===== src/rtl/leb128_reader_if.sv =====
// ----------------------------------------------------------------------------
// leb128_reader_if
//   Bundles the request, response and ROM-window signals of leb128_reader.
//
//   Handshake rule (req_* and rsp_*): a transfer happens on a rising clock
//   edge where valid and ready are both 1. Once valid is raised, the producer
//   holds valid and its payload stable until that edge. Ready may change
//   freely and never depends combinationally on valid.
//
//   Signals
//     req_valid/req_ready   request handshake
//     req_addr              ROM byte address of the first LEB128 byte
//     req_signed            1 = sLEB128, 0 = uLEB128
//     req_is64              1 = i64 form (up to 10 bytes), 0 = i32 form (5)
//     rsp_valid/rsp_ready   response handshake
//     rsp_value             decoded 64-bit value
//     rsp_len               bytes consumed
//     rsp_trap              0 none, 1 ROM error, 2 overlong, 3 bad final byte
//     mem_addr              ROM window address
//     mem_extra             window size select (all ones)
//     mem_data              ROM window, byte k at [8k+7:8k], one cycle late
//     mem_error             ROM bound error, aligned with mem_data
//
//   Modports
//     slave   : the reader itself
//     master  : the requester / ROM side
// ----------------------------------------------------------------------------
interface leb128_reader_if #(
  parameter int MEM_DEPTH = 4,
  parameter int MEM_EXTRA = 4
);
  logic                          req_valid;
  logic                          req_ready;
  logic [MEM_DEPTH:0]            req_addr;
  logic                          req_signed;
  logic                          req_is64;
  logic                          rsp_valid;
  logic                          rsp_ready;
  logic [63:0]                   rsp_value;
  logic [3:0]                    rsp_len;
  logic [3:0]                    rsp_trap;
  logic [MEM_DEPTH:0]            mem_addr;
  logic [MEM_EXTRA-1:0]          mem_extra;
  logic [(2**MEM_EXTRA)*8-1:0]   mem_data;
  logic                          mem_error;

  modport slave (
    input  req_valid, req_addr, req_signed, req_is64,
    output req_ready,
    output rsp_valid, rsp_value, rsp_len, rsp_trap,
    input  rsp_ready,
    output mem_addr, mem_extra,
    input  mem_data, mem_error
  );

  modport master (
    output req_valid, req_addr, req_signed, req_is64,
    input  req_ready,
    input  rsp_valid, rsp_value, rsp_len, rsp_trap,
    output rsp_ready,
    input  mem_addr, mem_extra,
    output mem_data, mem_error
  );
endinterface


===== src/rtl/leb128_reader.sv =====
// ----------------------------------------------------------------------------
// leb128_reader
//   Immediate-operand fetch stage. On a request it reads one ROM window and
//   decodes a single unsigned or signed LEB128 immediate in i32 or i64 form,
//   returning the value, the number of bytes consumed and a trap code.
//
//   Parameters
//     MEM_DEPTH  ROM address width; addresses are MEM_DEPTH+1 bits
//     MEM_EXTRA  log2 of window bytes, must be >= 4 (16-byte window)
//
//   Ports
//     clk          clock, all state on the rising edge
//     reset        synchronous, active-high
//     bus          leb128_reader_if.slave (request, response, ROM window)
//     dbg_state_o  current FSM state (IDLE=0 FETCH=1 CAPTURE=2 DECODE=3
//                  DONE=4)
//
//   Build option
//     LEB128_STRICT_EN  when defined, the final byte of a maximum-length
//                       encoding must not carry bits beyond the target width;
//                       a violation reports trap 3. When undefined, excess
//                       bits are truncated silently.
// ----------------------------------------------------------------------------
module leb128_reader #(
  parameter int MEM_DEPTH = 4,
  parameter int MEM_EXTRA = 4
) (
  input  logic                  clk,
  input  logic                  reset,
  leb128_reader_if.slave        bus,
  output logic [2:0]            dbg_state_o
);

  localparam int AW       = MEM_DEPTH + 1;
  localparam int WIN_BITS = (2 ** MEM_EXTRA) * 8;
  localparam int IW       = $clog2(WIN_BITS);

  generate
    if (MEM_EXTRA < 4) begin : g_bad_window
      $error("leb128_reader: MEM_EXTRA must be >= 4");
    end
  endgenerate

  typedef enum logic [2:0] {
    S_IDLE    = 3'd0,
    S_FETCH   = 3'd1,
    S_CAPTURE = 3'd2,
    S_DECODE  = 3'd3,
    S_DONE    = 3'd4
  } state_e;

  state_e                state_q;
  logic [AW-1:0]         addr_q;
  logic                  signed_q;
  logic                  is64_q;
  logic [3:0]            k_q;
  logic [63:0]           acc_q;
  logic [WIN_BITS-1:0]   window_q;
  logic                  cap_wait_q;

  logic                  req_ready_q;
  logic                  rsp_valid_q;
  logic [63:0]           rsp_value_q;
  logic [3:0]            rsp_len_q;
  logic [3:0]            rsp_trap_q;
  logic [AW-1:0]         mem_addr_q;

  // Decode-path helpers for the byte at index k_q.
  logic [IW-1:0]         bit_idx_d;
  logic [7:0]            byte_d;
  logic [6:0]            sh_d;
  logic [63:0]           contrib_d;
  logic [63:0]           acc_d;
  logic [3:0]            len_d;
  logic [6:0]            lsh_d;
  logic [63:0]           ext_d;
  logic [63:0]           final_d;
  logic                  last_d;
  logic                  bad_d;

  always_comb begin
    bit_idx_d = IW'({k_q, 3'b000});
    byte_d    = window_q[bit_idx_d +: 8];
    // 7*k without a multiplier: 8k - k
    sh_d      = {k_q, 3'b000} - {3'b000, k_q};
    // Payload bits that land above bit 63 fall off the shift.
    contrib_d = {57'd0, byte_d[6:0]} << sh_d;
    acc_d     = acc_q | contrib_d;
    len_d     = k_q + 4'd1;
    lsh_d     = {len_d, 3'b000} - {3'b000, len_d};
    last_d    = is64_q ? (k_q == 4'd9) : (k_q == 4'd4);

    // Sign-extend from bit 7*len-1. For a 10-byte value the payload already
    // fills all 64 bits, so nothing is left to extend.
    ext_d = acc_d;
    if (signed_q && (lsh_d < 7'd64)) begin
      if (acc_d[6'(lsh_d - 7'd1)]) begin
        ext_d = acc_d | (~64'd0 << lsh_d);
      end
    end

    final_d = ext_d;
    if (!is64_q) begin
      final_d = signed_q ? {{32{ext_d[31]}}, ext_d[31:0]} : {32'd0, ext_d[31:0]};
    end

`ifdef LEB128_STRICT_EN
    // Only a maximum-length final byte can carry bits past the target width.
    bad_d = 1'b0;
    if (last_d) begin
      if (is64_q) begin
        bad_d = signed_q ? (byte_d[6:1] != {6{byte_d[0]}}) : (byte_d[6:1] != 6'd0);
      end else begin
        bad_d = signed_q ? (byte_d[6:4] != {3{byte_d[3]}}) : (byte_d[6:4] != 3'd0);
      end
    end
`else
    bad_d = 1'b0;
`endif
  end

  always_ff @(posedge clk) begin
    if (reset) begin
      state_q     <= S_IDLE;
      addr_q      <= '0;
      signed_q    <= 1'b0;
      is64_q      <= 1'b0;
      k_q         <= 4'd0;
      acc_q       <= 64'd0;
      window_q    <= '0;
      cap_wait_q  <= 1'b0;
      req_ready_q <= 1'b1;
      rsp_valid_q <= 1'b0;
      rsp_value_q <= 64'd0;
      rsp_len_q   <= 4'd0;
      rsp_trap_q  <= 4'd0;
      mem_addr_q  <= '0;
    end else begin
      case (state_q)
        S_IDLE: begin
          if (bus.req_valid) begin
            addr_q      <= bus.req_addr;
            signed_q    <= bus.req_signed;
            is64_q      <= bus.req_is64;
            acc_q       <= 64'd0;
            k_q         <= 4'd0;
            req_ready_q <= 1'b0;
            state_q     <= S_FETCH;
          end
        end

        S_FETCH: begin
          mem_addr_q <= addr_q;
          cap_wait_q <= 1'b1;
          state_q    <= S_CAPTURE;
        end

        S_CAPTURE: begin
          // mem_addr is registered, so the ROM sees it one cycle after FETCH
          // and answers one cycle later; the first CAPTURE cycle just waits.
          if (cap_wait_q) begin
            cap_wait_q <= 1'b0;
          end else begin
            window_q <= bus.mem_data;
            if (bus.mem_error) begin
              rsp_valid_q <= 1'b1;
              rsp_value_q <= 64'd0;
              rsp_len_q   <= 4'd0;
              rsp_trap_q  <= 4'd1;
              state_q     <= S_DONE;
            end else begin
              state_q <= S_DECODE;
            end
          end
        end

        S_DECODE: begin
          acc_q <= acc_d;
          if (!byte_d[7]) begin
            rsp_valid_q <= 1'b1;
            rsp_len_q   <= len_d;
            if (bad_d) begin
              rsp_value_q <= 64'd0;
              rsp_trap_q  <= 4'd3;
            end else begin
              rsp_value_q <= final_d;
              rsp_trap_q  <= 4'd0;
            end
            state_q <= S_DONE;
          end else if (last_d) begin
            rsp_valid_q <= 1'b1;
            rsp_len_q   <= len_d;
            rsp_value_q <= 64'd0;
            rsp_trap_q  <= 4'd2;
            state_q     <= S_DONE;
          end else begin
            k_q <= len_d;
          end
        end

        S_DONE: begin
          if (bus.rsp_ready) begin
            rsp_valid_q <= 1'b0;
            req_ready_q <= 1'b1;
            state_q     <= S_IDLE;
          end
        end

        default: begin
          state_q     <= S_IDLE;
          req_ready_q <= 1'b1;
          rsp_valid_q <= 1'b0;
        end
      endcase
    end
  end

  assign bus.req_ready = req_ready_q;
  assign bus.rsp_valid = rsp_valid_q;
  assign bus.rsp_value = rsp_value_q;
  assign bus.rsp_len   = rsp_len_q;
  assign bus.rsp_trap  = rsp_trap_q;
  assign bus.mem_addr  = mem_addr_q;
  assign bus.mem_extra = '1;
  assign dbg_state_o   = state_q;

endmodule


===== src/flat_wrapper.sv =====
// flat-port wrapper written by rule: the top's interface ports become plain ports
module leb128_reader_flat 
#(
  parameter int MEM_DEPTH = 4,
  parameter int MEM_EXTRA = 4
)
  (clk, reset, dbg_state_o, bus_req_valid, bus_req_addr, bus_req_signed, bus_req_is64, bus_req_ready, bus_rsp_valid, bus_rsp_value, bus_rsp_len, bus_rsp_trap, bus_rsp_ready, bus_mem_addr, bus_mem_extra, bus_mem_data, bus_mem_error);
  leb128_reader_if #(.MEM_DEPTH(MEM_DEPTH), .MEM_EXTRA(MEM_EXTRA)) bus_i ();
  input  logic clk;
  input  logic reset;
  output logic [2:0] dbg_state_o;
  input wire logic [$bits(bus_i.req_valid)-1:0] bus_req_valid;
  input wire logic [$bits(bus_i.req_addr)-1:0] bus_req_addr;
  input wire logic [$bits(bus_i.req_signed)-1:0] bus_req_signed;
  input wire logic [$bits(bus_i.req_is64)-1:0] bus_req_is64;
  output wire logic [$bits(bus_i.req_ready)-1:0] bus_req_ready;
  output wire logic [$bits(bus_i.rsp_valid)-1:0] bus_rsp_valid;
  output wire logic [$bits(bus_i.rsp_value)-1:0] bus_rsp_value;
  output wire logic [$bits(bus_i.rsp_len)-1:0] bus_rsp_len;
  output wire logic [$bits(bus_i.rsp_trap)-1:0] bus_rsp_trap;
  input wire logic [$bits(bus_i.rsp_ready)-1:0] bus_rsp_ready;
  output wire logic [$bits(bus_i.mem_addr)-1:0] bus_mem_addr;
  output wire logic [$bits(bus_i.mem_extra)-1:0] bus_mem_extra;
  input wire logic [$bits(bus_i.mem_data)-1:0] bus_mem_data;
  input wire logic [$bits(bus_i.mem_error)-1:0] bus_mem_error;
  assign bus_i.req_valid = bus_req_valid;
  assign bus_i.req_addr = bus_req_addr;
  assign bus_i.req_signed = bus_req_signed;
  assign bus_i.req_is64 = bus_req_is64;
  assign bus_req_ready = bus_i.req_ready;
  assign bus_rsp_valid = bus_i.rsp_valid;
  assign bus_rsp_value = bus_i.rsp_value;
  assign bus_rsp_len = bus_i.rsp_len;
  assign bus_rsp_trap = bus_i.rsp_trap;
  assign bus_i.rsp_ready = bus_rsp_ready;
  assign bus_mem_addr = bus_i.mem_addr;
  assign bus_mem_extra = bus_i.mem_extra;
  assign bus_i.mem_data = bus_mem_data;
  assign bus_i.mem_error = bus_mem_error;
  leb128_reader #(.MEM_DEPTH(MEM_DEPTH), .MEM_EXTRA(MEM_EXTRA)) u_core (.clk(clk), .reset(reset), .bus(bus_i), .dbg_state_o(dbg_state_o));
endmodule

===== config.mk =====
export PLATFORM = sky130hd
export DESIGN_NAME = leb128_reader_flat
export DESIGN_NICKNAME = d
export VERILOG_FILES = /design/src/rtl/leb128_reader_if.sv /design/src/rtl/leb128_reader.sv /design/src/flat_wrapper.sv
export SDC_FILE = /design/constraint.sdc
export NUM_CORES = 1
export LEC_CHECK = 0
export ABC_CLOCK_PERIOD_IN_PS = 5600
export CORE_MARGIN = 3
export CORE_UTILIZATION = 40
export DETAILED_ROUTE_END_ITERATION = 8
export PLACE_DENSITY_LB_ADDON = 0.2
export REMOVE_ABC_BUFFERS = 1
export SYNTH_ARGS = -nofsm -noshare
export SYNTH_HDL_FRONTEND = slang
export SYNTH_SLANG_ARGS = --single-unit

===== constraint.sdc =====
create_clock -name clk -period 5.6 [get_ports clk]
set_input_delay 0.84 -clock clk [delete_from_list [all_inputs] [get_ports clk]]
set_output_delay 0.84 -clock clk [all_outputs]
set_load 0.005 [all_outputs]

# == Yosys cells after proc, flatten, opt, wreduce, memory -nomap -nowiden ==
# Cells that the tools add are included.
# totals
in_bits,140
ff_bits,286
word_cells,101
out_inout_bits,86
# classes
addsub,4
n_lt_le_gt_ge,2
reduce_logical,15
n_eq_ne,13
shifts,3
bitwise_logic,5
muxes,45
# ops
cell,n
64-bit 2-to-1 mux,9
64-bit one-hot mux with 2 select lines,2
64-bit bitwise OR,2
128-bit by 8-bit variable part select with 8-bit output,1
"64-bit by 7-bit << shifter with 64-bit output, first input constant",1
7-bit by 7-bit << shifter with 64-bit output,1
4-bit 2-to-1 mux,11
4-bit one-hot mux with 2 select lines,3
3-bit 2-to-1 mux,6
3-bit one-hot mux with 5 select lines,1
7-bit by 4-bit subtractor with 7-bit output,2
4-bit AND reduction,3
"2-bit inequality test, second input constant",5
1-bit 2-to-1 mux,9
"6-bit by 7-bit < comparator with 1-bit output, second input constant",1
"7-bit < comparator, second input constant",1
1-bit binary-select mux with 6-bit select,1
"3-bit by 2-bit equality test with 1-bit output, second input constant",2
2-bit AND reduction,3
2-bit nonzero test,3
"6-bit by 1-bit subtractor with 6-bit output, second input constant",1
5-bit AND reduction,1
"4-bit by 1-bit adder with 4-bit output, second input constant",1
"4-bit by 3-bit equality test with 1-bit output, second input constant",1
14 further kinds,16

# == Logic depth before layout (Yosys ltp) ==
# Gate-level depths: netlist of the first run.
# depth
word_depth,11
depth_mapped,23
depth_no_buf,16

# == Worst setup path before layout of the first run ==
# No wires, ideal clock.
# synth_path
path_type,register to register
start,register u_core.k_q[2]
end,"register u_core.rsp_value_q[39], in the netlist u_core.bus.rsp_value[39]"
synth_period_minus_slack_ps,4774
setup_time_ps,87
required_ps,5513
path_stages_with_launch,22
arrival_time_ps,4687
n_path_buf,6
path_slack_ps,826
path_cell_list,dfxtp_1 > buf_2 > buf_2 > clkbuf_1 > inv_1 > ha_1 > clkbuf_1 > clkinv_1 > clkbuf_1 > ha_1 > nand3_1 > mux2_2 > xnor2_1 > or4_1 > a221oi_2 > o211ai_1 > o41ai_1 > a211oi_2 > a21oi_4 > a41oi_4 > buf_6 > a221oi_2
# synth_between
elab_chain_len,11
elab_cells_between_ends,24
classes_between,4 x add/sub; 1 x order compare; 3 x eq/ne; 3 x shift; 9 x mux; 2 x bitwise; 2 x reduce/logical
# synth_rtl
element,line,text
from (decl),leb128_reader.sv:56,logic [3:0] k_q;
from (signal assigned),leb128_reader.sv:197,k_q <= len_d;
4-bit by 1-bit adder with 4-bit output (tied with other cells),leb128_reader.sv:89,len_d = k_q + 4'd1;
7-bit by 4-bit subtractor with 7-bit output / 7-bit by 7-bit << shifter with 64-bit output (equally long branches),"leb128_reader.sv:90, leb128_reader.sv:87",
6-bit by 1-bit subtractor with 6-bit output / 64-bit bitwise OR (equally long branches),"leb128_reader.sv:97, leb128_reader.sv:88",
1-bit binary-select mux with 6-bit select,leb128_reader.sv:97,if (acc_d[6'(lsh_d - 7'd1)]) begin
1-bit 2-to-1 mux (not written as such),leb128_reader.sv:97,
64-bit 2-to-1 mux,leb128_reader.sv:97,
64-bit 2-to-1 mux,leb128_reader.sv:96,if (signed_q && (lsh_d < 7'd64)) begin
64-bit 2-to-1 mux,leb128_reader.sv:104,"final_d = signed_q ? {{32{ext_d[31]}}, ext_d[31:0]} : {32'd0, ext_d[31:0]};"
64-bit 2-to-1 mux,leb128_reader.sv:103,if (!is64_q) begin
64-bit 2-to-1 mux,leb128_reader.sv:179,if (!byte_d[7]) begin
64-bit one-hot mux with 2 select lines,leb128_reader.sv:139,case (state_q)
to (signal assigned),leb128_reader.sv:186,rsp_value_q <= final_d;
to (decl),leb128_reader.sv:63,logic [63:0] rsp_value_q;
# Parallel ways exist; a longest one is shown, timed or not. The select of a mux whose other input is x is not followed.
# A chain may end at the register's enable or synchronous reset.

# == Worst setup path in the final report of the first run ==
# layout_path
start,register u_core.k_q[2]
end,"register u_core.rsp_value_q[49], in the netlist u_core.bus.rsp_value[49]"
# Same word-level chain as after synthesis.

==> flow_summary.toml, run 1 <==
[setup_path]
crit_arrival_ps = 5630
critPathRequiredTime_ps = 5940
crit_slowest_cell = "a221oi_2"
cp-start-kind = "register"
worstPathCellList = "nor2b_2 -> buf_4 -> a22oi_1 -> nand3_1 -> nand4_4 -> a221oi_2 -> a211oi_1 -> a311oi_1 -> a2111oi_0 -> o32ai_1 -> a21oi_4 -> a41oi_4 -> buf_12 -> buf_12 -> a221oi_1"
end_kind = "register"
cpMostUsedCell = "buf_12"
critPathKind = "register to register"
crit_path_max_fanout = 16
slowest_delay_ps = 710

[floorplanning]
dieArea_mm2 = 0.0408
io_pins = 226
dieHeight_um = 202
core_area_mm2 = 0.0378
rows = 71
die_w_um = 202
initial_core_util = 0.407

[synthesis]
ys_async_sr_fraction = 0
synth_cells = 1950
ys_types = 102
synth.most_common_cell = "nand2_1"
yosysWarnings = 0
synth-edff-count = 0
synth_seq_area_share = 0.370
syn-mean-instance-area_um2 = 7.88
syn_area_mm2 = 0.0154
yosys-top-cells-count = "394 x nand2_1, 284 x dfxtp_1, 258 x a21oi_1"
synth_top_area_frac = 0.370
synth_seq_cells = 284
yosys.area.top_type = "dfxtp_1"
ys_top_cells_by_area = "dfxtp_1 37%, nand2_1 9.6%, a21oi_1 8.4%"
synth_flop_cell = "dfxtp_1"

[clock_tree]
ctsRootBufferMaster = "clkbuf_16"
cts-resized-gates = 0
clock-sinks = 284
clkTransAtPathRegs_ps = 60
clkLatencyLatePin_ps = 510
numCtsBuffers = 34
clk_path_buf_depth = 3
h-tree-depth = 2
cts_setup_buffers = 0
cts_tree = "built"
ctsHoldBuffers = 0

[cells_and_area]
fin_cells = 2662
drive_above_1_share = 0.109
diodes = 0
num-nets-final = 2276
syn_to_final_growth_pct = 25.7

[placement]
dp.cells = 2604
pre_cts_ws_ps = 445
hpwl_mm = 45.0
routabilityCongestion = 1.02
port_buffers = 219

[power_and_ir_drop]
peakVddDrop_mv = 0.190
leakage_nw = 6.29
power_density_mw_per_mm2 = 250

[drt]
drc = 0
vias_per_cell = 5.96
wl_per_cell_um = 23.0
drtIter0Drc = 1272
wl_mm = 61.2
ant_nets = 0
drtPass1Iterations = 6
vias = 15873

[run_status]
status = "finished clean"

[hold_path]
hold_class = "register to register"

[sta]
period_minus_slack_ps = 5300
relSlewSlack = 0.314
rsz0062_at_grt = "no"
worst_pin_slew_ps = 1030
max_freq_mhz = 189
fin_ws_ps = 304
whs_ps = 452
setup_viol = 0
fin_skew_ps = 14.3
final-max-slew-violation-count = 0
final_hold_viol_count = 0
period_share = 0.946

[grt]
grt_pass1_vias = 15078
grt_pass1_wl_mm = 92.4
antenna_found_initial = 1
grt.total_usage = 0.288
overflow = 0
grt_start_max_net_pins = 169

[run]
cap_violations = 0
-- final timing paths --
kind                              from                  endpoint  slack (ps)  cells after the start
hold reg to reg   u_core.window_q[127]      u_core.window_q[127]         450                      2
setup / recovery         u_core.k_q[2]  u_core.bus.rsp_value[49]         300                     15
setup reg to reg         u_core.k_q[2]  u_core.bus.rsp_value[49]         300                     15
hold / removal    u_core.window_q[127]      u_core.window_q[127]         450                      2
-- sequential cells by signal, indices dropped and copies added (netlist names) --
name and cells:
u_core.acc_q 64, u_core.addr_q 5, u_core.bus.mem_addr 5, u_core.bus.req_ready 1, u_core.bus.rsp_len 4, u_core.bus.rsp_trap 2, u_core.bus.rsp_valid 1, u_core.bus.rsp_value 64
u_core.cap_wait_q 1, u_core.dbg_state_o 3, u_core.is64_q 1, u_core.k_q 4, u_core.signed_q 1, u_core.window_q 128
-- through the flow --
step / power [mW] / setup TNS [ps] / area, um2 / util
after global routing: 5.00 / 0 / 19300 / 0.512
after detailed placement: 2.62 / 0 / 18200 / 0.482
after CTS: 4.87 / 0 / 19300 / 0.512
after floorplan: 2.38 / -347580 / 14600 / -
final: 4.83 / 0 / 19300 / 0.512
after global placement: 2.62 / 0 / 18200 / 0.482
-- where the power goes --
group          switching, mW  total, mW  internal [mW]
Clock                  0.874       2.25           1.38
Combinational          0.280      0.471          0.191
Sequential            0.0345       2.11           2.08
-- routing by layer --
layer / share of wire / track usage / vias up
met3: 0.070 / 0.0491 / 145
met2: 0.45 / 0.462 / 692
met1: 0.43 / 0.384 / 7621
met4: 0.046 / 0.119 / 0
li1: - / - / 7415
met5: 0 / 0 / -
-- area by class of cell --
cell class | count | area (um2)
clock inverters | 10 | 139
fillers | 3702 | 18400
repair buffers | 306 | 2910
multi-input cells | 1484 | 8870
well taps | 511 | 639
flip-flops and latches | 284 | 5690
inverters | 19 | 73.8
clock buffers | 48 | 995
-- cells by family after synthesis --
logic type	count (synthesis)	share of synthesized area
adder cells (fa/ha/maj)	7	0.00570
other	2	0.000489
flip-flops	284	0.370
multiplexers	77	0.0546
XOR/XNOR	17	0.0116
buffers and inverters	186	0.0564
AND/OR/NAND/NOR	756	0.218
AO/OA/AOI/OAI	621	0.283
-- cells in the final DEF (no fill, tap or decap), types with 7 or more instances in the layout --
master,count
nand2_1,393
dfxtp_1,282
a21oi_1,258
clkdlybuf4s50_1,218
nor2_1,145
buf_4,82
a22oi_1,68
mux2i_1,67
nand3_1,61
o21ai_0,55
nor3_1,47
a211oi_1,38
clkbuf_16,35
a221oi_2,22
a221oi_1,20
and3_1,16
inv_1,15
a32oi_1,15
nand4_1,14
o31ai_1,14
a31oi_1,13
a211oi_2,13
and2_1,12
nand2b_1,11
xnor2_1,10
nor2b_1,9
a41oi_1,9
a311oi_1,8
clkbuf_8,8
o32ai_1,7
a211o_1,7
a21o_1,7
ha_1,7
-- critical path: cells and delay by family, from the launching register on --
| kind | cells | cell delay (ps) |
|---|---|---|
| compound gates | 9 | 2720 |
| buf+inv | 3 | 560 |
| flops | 1 | 650 |
| simple gates | 3 | 1160 |
Power figures use the tool's default switching activity.
==> run 2: changes to the inputs <==
- CTS_CLUSTER_SIZE: not set -> 30
==> results of run 2 <==
Final layout, timing and power as in run 1 (identical DEF).
==> run 3: changes to the inputs <==
- ABC_AREA: not set -> 1
- HOLD_SLACK_MARGIN: not set -> 0.03
==> run 3 against run 2 <==
  * Sequential share of layout area up 1.1 points
  * Non-clock buffer count down 53
  * Core utilization down 1.0 points
  * Global-route usage down 2.4 points
  * Clock skew up 2.1 ps
  * First-iteration DRC count up 16%
  * Combinational power rose to 4.7 times the previous value
  * Fmax up 9.4%
  * Area after synthesis down 0.60%
  * Sequential power up 23%
  * Hold slack worse by 0.65 ps
  * Critical path depth up 3
==> flow_summary.toml, run 3 <==
[placement]
port_buffers = 219
post_dp_cell_area_mm2 = 0.0176
hpwl_mm = 37.8
routabilityCongestion = 0.969

[setup_path]
critPathRequiredTime_ps = 6050
crit_buf_inv = 5
crit_slowest_cell = "xor2_1"
path_delay_family = "buffers and inverters"
end_kind = "register"
crit_path_max_fanout = 42
critPathKind = "register to register"
slowest_delay_ps = 660
worstPathCellList = "ha_1 -> inv_1 -> ha_1 -> inv_1 -> nand4_1 -> nand3_1 -> xor2_1 -> inv_1 -> xor2_1 -> inv_1 -> nand3_4 -> buf_4 -> nand2_1 -> nand2_1 -> nand2_1 -> nand2_1 -> nand3_1 -> a21oi_1"
reg2reg_depth = 18
crit_start = "u_core.k_q[1]"
r2r_setup_slack_ps = 760
cp-start-kind = "register"
regToRegStartpoint = "u_core.k_q[1]"
crit_arrival_ps = 5290
worstReg2RegEnd = "u_core.bus.rsp_value[7]"

[synthesis]
synth_top_area_frac = 0.372
synth.most_common_cell = "nand2_1"
ys_types = 42
yosys.area.top_type = "dfxtp_1"
yosysWarnings = 0
synth_seq_area_share = 0.372
synth_flop_cell = "dfxtp_1"
ys_top_cells_by_area = "dfxtp_1 37%, nand2_1 14%, a21oi_1 9.3%"
syn-mean-instance-area_um2 = 6.39
synth_seq_cells = 284
syn_area_mm2 = 0.0153
yosys-top-cells-count = "551 x nand2_1, 284 x a21oi_1, 284 x dfxtp_1"
synth-edff-count = 0
synth_cells = 2391
ys_async_sr_fraction = 0

[cells_and_area]
postLayoutCellArea_mm2 = 0.0186
layout_commonest_cell = "nand2_1"
syn_to_final_growth_pct = 22.0
drive_above_1_share = 0.0518
num-nets-final = 2658
top_register = "u_core.window_q"
largest_reg_flops = 128
fill_cells = 3881
mostFrequentLayoutCells = "550 x nand2_1, 284 x a21oi_1, 282 x dfxtp_1"
diodes = 0

[sta]
period_minus_slack_ps = 4840
fin_tns_setup_ps = 0
whs_ps = 451
relSlewSlack = 0.302
max_freq_mhz = 207
final_hold_viol_count = 0
rsz0062_at_grt = "no"
worst_pin_slew_ps = 1050
setup_viol = 0
fin_skew_ps = 16.3
final-max-slew-violation-count = 0
period_share = 0.864

[clock_tree]
ctsHoldBuffers = 0
clock-sinks = 284
cts_tree = "built"
ctsRootBufferMaster = "clkbuf_16"
numCtsBuffers = 34
clkLatencyLatePin_ps = 540
cts_setup_buffers = 0
h-tree-depth = 2
clkTransAtPathRegs_ps = 50
cts-resized-gates = 0
clk_path_buf_depth = 3

[drt]
drc = 0
vias = 16230
wl_per_cell_um = 18.1
drtIter0Drc = 1476
ant_nets = 0
wl_mm = 54.9
drtPass1Iterations = 6
vias_per_cell = 5.35

[floorplanning]
rows = 70
io_pins = 226
initial_core_util = 0.411
dieHeight_um = 201
die_w_um = 201
core_area_mm2 = 0.0371
dieArea_mm2 = 0.0406

[power_and_ir_drop]
power_density_mw_per_mm2 = 372
peakVddDrop_mv = 0.291
fin_total_pwr_mw = 6.93
leakage_nw = 7.47

[grt]
grt_busiest_layer = "met2"
grt.total_usage = 0.264
gr-usage-met1 = 0.372
antenna_found_initial = 0
use_met3 = 0.0489
grt_pass1_vias = 15283
grt_pass1_wl_mm = 86.6
grt_start_max_net_pins = 140
use_met2 = 0.417
overflow = 0

[run]
cap_violations = 0

[hold_path]
hold_class = "register to register"
worstHoldStart = "u_core.window_q[44]"
hold-path-endpoint = "u_core.window_q[44]"
hold_path_depth = 2

[run_status]
status = "finished clean"
-- run 3: final cells by class --
class	count	area, um2	share of cell area
Clock buffer	50	992	0.0532
Clock inverter	6	58.8	0.00316
Inverter	247	936	0.0502
Multi-Input combinational cell	1691	7880	0.423
Sequential cell	284	5690	0.305
Tap cell	504	631	0.0338
Timing Repair Buffer	253	2440	0.131
-- run 3: worst max-delay path by stage --
stage	to	cells after the start
floorplan	u_core.bus.rsp_value[32]	22
global placement	u_core.bus.rsp_value[10]	18
detailed placement	u_core.bus.rsp_value[7]	18
CTS	u_core.bus.rsp_value[7]	18
global route	u_core.bus.rsp_value[13]	24
finish	u_core.bus.rsp_value[7]	18
-- run 3: report_power, final --
part | switching (mW) | total, mW | internal [mW]
combinational | 1.48 | 2.20 | 0.712
sequential | 0.151 | 2.60 | 2.45
clock | 0.864 | 2.13 | 1.27
-- run 3: per-layer routing --
layer,vias to the layer above,wire length [um]
met4,0,1260
li1,7983,-
met2,629,24300
met3,84,4220
met5,-,0
met1,7534,25200
-- run 3: kinds of logic after synthesis --
logic type,count (synthesis),share of synthesized area
compound gates,507,0.170
xor+xnor,9,0.00614
fa+ha+maj,7,0.00573
buf+inv,420,0.114
flops,284,0.372
other cells,2,0.000492
simple gates,1162,0.331
-- run 3: metrics by stage --
stage | std cells | worst slack (ps) | utilization
floorplan | 2222 | -1870 | -
global placement | 2979 | 844 | 0.474
detailed placement | 2979 | 823 | 0.474
CTS | 3035 | 796 | 0.502
global route | 3035 | 383 | 0.502
finish | 3035 | 761 | 0.502
-- run 3: worst reg2reg max path, cell delays in order, from the launching register on --
cell and delay (ps):
dfxtp_2 500, ha_1 260, inv_1 130, ha_1 310, inv_1 480, nand4_1 260
nand3_1 140, xor2_1 660, inv_1 190, xor2_1 360, inv_1 140, nand3_4 120
buf_4 400, nand2_1 390, nand2_1 130, nand2_1 60, nand2_1 50, nand3_1 70
a21oi_1 130
